## config.mk

```make
export PLATFORM = sky130hd
export DESIGN_NAME = reg_bank_8x32
export DESIGN_NICKNAME = d
export VERILOG_FILES = /design/src/rtl/nova_pkg.sv /design/src/rtl/reg32_en.sv /design/src/rtl/reg_bank_8x32.sv
export SDC_FILE = /design/constraint.sdc
export NUM_CORES = 1
export LEC_CHECK = 0
export ABC_AREA = 1
export CORE_AREA = 10 10 185 187
export DETAILED_ROUTE_END_ITERATION = 10
export DIE_AREA = 0 0 195 197
export PLACE_DENSITY = 0.77
export SLEW_MARGIN = 20
export SYNTH_ARGS = -nofsm -noshare
export SYNTH_HDL_FRONTEND = slang
export SYNTH_SLANG_ARGS = --single-unit
export TNS_END_PERCENT = 1
```

## constraint.sdc

```tcl
create_clock -name clk -period 2.35 [get_ports clk]
set_input_delay 0.5875 -clock clk [delete_from_list [all_inputs] [get_ports clk]]
set_output_delay 0.5875 -clock clk [all_outputs]
set_load 0.03 [all_outputs]
```

## src/rtl/nova_pkg.sv

```systemverilog
// Shared sizing constants and types for the architectural register bank.
package nova_pkg;
  localparam int NUM_REGS   = 8;
  localparam int REG_ADDR_W = 3;
  localparam int DATA_W     = 32;

  typedef logic [REG_ADDR_W-1:0] reg_addr_t;
  typedef logic [DATA_W-1:0]     word_t;
endpackage

```

## src/rtl/reg32_en.sv

```systemverilog
// 32-bit storage register with synchronous active-high reset, load enable
// and a per-instance reset value.
module reg32_en
  import nova_pkg::*;
(
  input  logic  clk,
  input  logic  rst,
  input  logic  en,
  input  word_t rst_val,
  input  word_t d,
  output word_t q
);

  // Storage: reset has priority over a load.
  always_ff @(posedge clk) begin
    if (rst) begin
      q <= rst_val;
    end else if (en) begin
      q <= d;
    end
  end

endmodule

```

## src/rtl/reg_bank_8x32.sv

```systemverilog
// 8 x 32-bit register bank with two bypassed read ports and a busy-bit
// scoreboard; q0..q7 expose the raw stored state to the downstream selector.
module reg_bank_8x32
  import nova_pkg::*;
#(
  parameter int          DATA_W   = 32,
  parameter int          ZERO_REG = 1,
  parameter int          BYPASS   = 1,
  parameter logic [31:0] RST_VAL  = 32'h0000_0000
) (
  input  logic              clk,
  input  logic              rst,
  input  logic              wr_en,
  input  logic [2:0]        wr_addr,
  input  logic [DATA_W-1:0] wr_data,
  input  logic [2:0]        rd_addr_a,
  output logic [DATA_W-1:0] rd_data_a,
  output logic              rd_busy_a,
  input  logic [2:0]        rd_addr_b,
  output logic [DATA_W-1:0] rd_data_b,
  output logic              rd_busy_b,
  input  logic              busy_set,
  input  logic [2:0]        busy_addr,
  output logic [DATA_W-1:0] q0,
  output logic [DATA_W-1:0] q1,
  output logic [DATA_W-1:0] q2,
  output logic [DATA_W-1:0] q3,
  output logic [DATA_W-1:0] q4,
  output logic [DATA_W-1:0] q5,
  output logic [DATA_W-1:0] q6,
  output logic [DATA_W-1:0] q7,
  output logic [7:0]        busy_vec
);

  localparam bit ZERO_EN_P   = (ZERO_REG != 0);
  localparam bit BYPASS_EN_P = (BYPASS != 0);

  word_t          regs_r [NUM_REGS];
  logic [7:0]     busy_vec_r;
  logic [7:0]     busy_nxt_s;
  logic           wr_live_s;
  logic           hit_a_s;
  logic           hit_b_s;

  // A write to a hardwired-zero register 0 is discarded everywhere.
  assign wr_live_s = wr_en && !(ZERO_EN_P && (wr_addr == 3'd0));

  for (genvar i = 0; i < NUM_REGS; i++) begin : g_regs
    localparam bit IS_ZERO_P = ZERO_EN_P && (i == 0);
    logic en_s;
    assign en_s = wr_live_s && (wr_addr == reg_addr_t'(i));
    reg32_en u_reg (
      .clk     (clk),
      .rst     (rst),
      .en      (en_s),
      .rst_val (IS_ZERO_P ? 32'h0000_0000 : RST_VAL),
      .d       (wr_data),
      .q       (regs_r[i])
    );
  end

  // Scoreboard next state: a new producer (set) outranks retiring the old one.
  always_comb begin
    busy_nxt_s = busy_vec_r;
    for (int i = 0; i < NUM_REGS; i++) begin
      if (busy_set && (busy_addr == reg_addr_t'(i))) begin
        busy_nxt_s[i] = 1'b1;
      end else if (wr_en && (wr_addr == reg_addr_t'(i))) begin
        busy_nxt_s[i] = 1'b0;
      end else begin
        busy_nxt_s[i] = busy_vec_r[i];
      end
    end
    if (ZERO_EN_P) begin
      busy_nxt_s[0] = 1'b0;
    end else begin
      busy_nxt_s[0] = busy_nxt_s[0];
    end
  end

  // Scoreboard state register.
  always_ff @(posedge clk) begin
    if (rst) begin
      busy_vec_r <= 8'h00;
    end else begin
      busy_vec_r <= busy_nxt_s;
    end
  end

  assign hit_a_s = BYPASS_EN_P && wr_live_s && (wr_addr == rd_addr_a);
  assign hit_b_s = BYPASS_EN_P && wr_live_s && (wr_addr == rd_addr_b);

  // Read ports: forward in-flight write data and hide the busy it retires.
  always_comb begin
    if (hit_a_s) begin
      rd_data_a = wr_data;
      rd_busy_a = 1'b0;
    end else begin
      rd_data_a = regs_r[rd_addr_a];
      rd_busy_a = busy_vec_r[rd_addr_a];
    end
    if (hit_b_s) begin
      rd_data_b = wr_data;
      rd_busy_b = 1'b0;
    end else begin
      rd_data_b = regs_r[rd_addr_b];
      rd_busy_b = busy_vec_r[rd_addr_b];
    end
  end

  assign q0       = regs_r[0];
  assign q1       = regs_r[1];
  assign q2       = regs_r[2];
  assign q3       = regs_r[3];
  assign q4       = regs_r[4];
  assign q5       = regs_r[5];
  assign q6       = regs_r[6];
  assign q7       = regs_r[7];
  assign busy_vec = busy_vec_r;

endmodule
```

# --- Yosys cells after proc, flatten, opt, wreduce, memory -nomap -nowiden ---
# Index checks and enable logic that the tools add are counted.
# Widths: inputs -> output; s select.
totals:
  regBits: 264
  latch_bits: 0
  mem_bits_rw: 0
  mem_bits_ro: 0
  input_bits: 48
  word_cells: 100
  n_memories: 0
classes:
  add_sub_neg: 0
  mul: 0
  n_div: 0
  order_cmp: 4
  n_eq_ne: 16
  n_shift: 0
  mux: 28
  bitwise_logic: 2
  reduce_logical: 34
ops:
  columns: ["op", "count"]
  rows:
  - ["$bmux 32 s3", 2]
  - ["$mux 32", 6]
  - ["$logic_and 1x1->1", 25]
  - ["$eq 3x3->1 const B", 8]
  - ["$mux 1", 18]
  - ["$reduce_bool 2->1", 7]
  - ["$eq 3x2->1 const B", 4]
  - ["$ge 4x4->1 const B", 2]
  - ["$lt 3x4->1 const B", 2]
  - ["$not 3->4", 2]
  - ["$bmux 1 s3", 2]
  - ["$eq 3x1->1 const B", 2]
  - ["$eq 3x3->1", 2]
  - ["$logic_not 3->1", 1]
  - ["$logic_not 1->1", 1]

# --- Longest topological paths before layout ---
depth:
  word_depth: 5
  mapped_depth: 9

# --- By module ---
# Synthesis repeated with hierarchy kept, for this count alone.
hier_totals:
  hier_cells: 2682
  hier_area_um2: 18356.4
by_module_without_submodules:
  columns: ["mod", "instances", "cells_per_inst", "area_per_inst_um2"]
  rows:
  - ["reg32_en", 8, 137, 1401.3]
  - ["reg_bank_8x32", 1, 1586, 7145.6]

# --- Worst setup path before layout ---
# OpenSTA, ideal clock, no wires.
synth_timing:
  path_kind: "input -> output"
  from: "input rd_addr_a[0]"
  to: "output rd_busy_a"
  t_arrival_ns: 1.871
  required_ns: 1.762
  path_slack_ns: -0.109
  path_stages: 8
  n_path_buf: 3
  path_cell_list: "buf_2 > inv_2 > buf_2 > clkbuf_1 > nand2_1 > nand3_1 > a21oi_1 > nor2_1"
synth_via:
  elab_chain_len: 3
  word_cells_on_any_way: 5
  classes_between: "1 x eq/ne; 3 x mux; 1 x reduce/logical"
synth_rtl:
  columns: ["element", "line_no", "rtl"]
  rows:
  - ["from (decl)", "reg_bank_8x32.sv:16", "input logic [2:0] rd_addr_a,"]
  - ["$bmux 1 s3 / $eq 3x3->1 (equally long branches)", "reg_bank_8x32.sv:100, reg_bank_8x32.sv:90", null]
  - ["$mux 1 (implied by the code) / $logic_and 1x1->1 (equally long branches)", "reg_bank_8x32.sv:100, reg_bank_8x32.sv:90", null]
  - ["$mux 1 *", "reg_bank_8x32.sv:95", "if (hit_a_s) begin"]
  - ["to (decl)", "reg_bank_8x32.sv:18", "output logic rd_busy_a,"]
# Mark *: on every way between the ends. The rest lies on a longest branch, timed or not. The select of a mux whose other input is x is not followed.

# --- Final worst setup path ---
layout_timing:
  from: "input wr_en"
  to: "output rd_data_b[26]"
layout_via:
  elab_chain_len: 3
layout_rtl:
  columns: ["element", "line_no", "rtl"]
  rows:
  - ["from (decl)", "reg_bank_8x32.sv:13", "input logic wr_en,"]
  - ["$logic_and 1x1->1", "reg_bank_8x32.sv:46", "assign wr_live_s = wr_en && !(ZERO_EN_P && (wr_addr == 3'd0));"]
  - ["$logic_and 1x1->1", "reg_bank_8x32.sv:91", "assign hit_b_s = BYPASS_EN_P && wr_live_s && (wr_addr == rd_addr_b);"]
  - ["$mux 32", "reg_bank_8x32.sv:102", "if (hit_b_s) begin"]
  - ["to (decl)", "reg_bank_8x32.sv:20", "output logic [DATA_W-1:0] rd_data_b,"]
# Every way passes these cells.

==> results.toml <==
[status]
status = "finished, violations left"
violations = "negative setup slack"

[clocking]
cts_hold_buf = 0
cts_tree = "built"
cts_max_path_buffers = 3
cts-htree-levels = 1
clkTransAtPathRegs_ps = 60
cts.sinks = 263
numCtsBuffers = 30
clockRootBuffer = "clkbuf_16"
clock_latency_ps = 570

[die]
die_w_microns = 195
start_util_pct = 49.5
dieArea_sq_um = 38400
io_pins = 378
row_count = 64
coreArea_sq_um = 30400
die_h_microns = 197

[grt]
first_global_vias = 18500
grt_max_degree = 62
grt_first_pass_wirelength_mm = 111
grt-ovfl-total = 0
grt.total_usage_pct = 36.0
grt_antenna_before_repair = 4

[power_and_ir_drop]
intPower_mw = 8.69
power_mw = 13.1
p_leak_nw = 9.87
power_density_nw_per_um2 = 587
vdd_drop_max_uv = 546
power_frac_comb_pct = 28.6
p_clk_share_pct = 35.3
netSwitchingFraction_pct = 33.5
pwr-share-seq_pct = 36.1
p_switching_mw = 4.37

[layout]
layout-drive-gt1-share_pct = 16.0
fillCellCount = 2402
fin_nets = 2821
multi_input_area_sq_um = 8570
seq_area_sq_um = 5270
syn_to_final_growth_pct = 47.6
layout_commonest_cell = "nand2_1"
mostFrequentLayoutCells = "574 x nand2_1, 395 x nand3_1, 294 x clkdlybuf4s50_1"
fin_cells = 3191
fin_area_sq_um = 22200

[setup_path]
path_class = "primary input to primary output"
crit_path_end_kind = "primary output"
crit_fanout = 5
cp_slowest_stage_delay_ps = 220
required_ps = 1760
cp_slowest_cell = "nand4_1"
r2r_cells = 2
cp_num_cells = 9
arrival_ps = 1860
path_cells = "buf_2 > inv_2 > o21ai_4 > buf_12 > buf_6 > buf_12 > nand4_1 > nand2_2 > buf_6"
start_kind = "primary input"
path_delay_family = "buffers and inverters"
worst-path-buf-inv = 6

[timing]
tightest_slew_ps = 536
fmax_ghz = 0.409
drv_slew = 0
hold_slack_ps = 461
grt_setup_unrepaired = "true"
relSlewSlack_pct = 64.2
fin_skew_ps = 0
finalHoldViolations = 0
setup_viol = 63
setup_ws_ps = -94.5
period_needed_ps = 2440
final.period_utilization_pct = 104

[detailed_routing]
drc_errors = 0
ant_nets = 0
firstDrtPassIters = 6
vias = 19400
vias_per_cell = 6.08
drt-total-wl_mm = 73.8
wl_per_cell_microns = 23.1
drt_iter0_markers = 2672

[placement]
place_inst = 3120
hpwl_mm = 49.6
gp_congestion = 1.05
io_buffers = 376
place_area_sq_um = 20000

[yosys]
synth.distinct_cells = 18
netlist_area_sq_um = 15100
yosysSeqAreaShare_pct = 35.0
yosysWarnings = 0
syn_avg_cell_area_sq_um = 6.21
synth-seq-cells = 263
syn_nets = 2474
syn-instance-count = 2426

[hold_path]
min_path_cells = 5
hold_path.class = "primary input to flop"

[flow_run]
max_cap_viol_count = 0
-- worst register-to-register path: stages, from the launching register on --
cell and delay [ps]:
dfxtp_1 450, inv_1 110, a211oi_1 230
-- layer usage --
layer  track usage, %  share of wire (%)  wire length, microns  up-vias
met5                0                  0                     0        -
met4             21.4                6.3                  4650        0
met3             9.49                 13                  9450      343
met2             56.3                 45                 32900     1607
met1             43.8                 36                 26800     8833
li1                 -                  -                     -     8614
-- registers in the layout, summed over array words and instances, names as in the netlist --
signal,count
g_regs.u_reg.q,256
busy_vec,7
-- synth_stat cells (all sizes together) --
cell type    n  area (sq um)
nand4       64           400
inv        266           998
a211oi     217          1630
nand3      461          2310
dfxtp      263          5270
o21ai        1          5.00
clkbuf     141           529
nor2       261           992
a21oi       16          80.1
conb         1          3.75
buf         88           400
nand2      645          2430
xnor2        2          17.5
-- kinds of logic (layout without fill, tap and decap cells) --
kind of cell	count (synthesis)	count (layout)	synth area share, %
DFF	263	263	35.0
xor gates and xnor gates	2	2	0.116
buffers and inverters	495	860	12.8
AOI/OAI and AO/OA	234	234	11.4
other	1	5	0.0249
and+or+nand+nor	1431	1431	40.7
-- cell type report --
cell class / instances / area share (%)
Antenna cell: 4 / 0.0450
Clock buffer: 46 / 4.01
Clock inverter: 4 / 0.203
Inverter: 266 / 4.52
Multi-Input combinational cell: 1668 / 38.5
Sequential cell: 263 / 23.7
Tap cell: 396 / 2.23
Timing Repair Buffer: 544 / 26.8
-- final timing paths --
path,from,endpoint,slack [ps]
worst max register to register,g_regs[3].u_reg.q[9]$_SDFFE_PP0P_,g_regs[3].u_reg.q[9]$_SDFFE_PP0P_,1480
worst min register to register,g_regs[0].u_reg.q[18]$_SDFFE_PP0P_,g_regs[0].u_reg.q[18]$_SDFFE_PP0P_,470
worst min-delay path,wr_addr[1],g_regs[4].u_reg.q[11]$_SDFFE_PP0P_,460
worst max-delay path,wr_en,rd_data_b[26],-90
-- power by group through the flow --
stage | Sequential (mW) | Combinational, mW | Clock (mW)
after global routing | 4.72 | 3.91 | 4.77
after global placement | 4.80 | 3.21 | 0
after floorplan | 5.04 | 1.57 | 0
after CTS | 4.70 | 3.59 | 4.59
final | 4.71 | 3.74 | 4.62
after detailed placement | 4.80 | 3.24 | 0
-- repair_timing --
action | CTS | global route
hold endpoints to repair | 0 | 0
setup buffers | 18 | 0
endpoints found under the setup margin | 69 | 70
pin swaps | 30 | 31
gates resized for setup | 222 | 67
gates cloned | 6 | 0
-- stage by stage --
step / utilization [%] / setup WS (ps) / setup TNS (ps)
after floorplan: - / -2.88 / -2.88
after global placement: 65.7 / -483 / -25730
after detailed placement: 65.7 / -487 / -27240
after CTS: 72.4 / -35.3 / -767
after global routing: 73.1 / -124 / -5430
final: 73.1 / -94.5 / -2670
(Power assumes the default switching activity.)
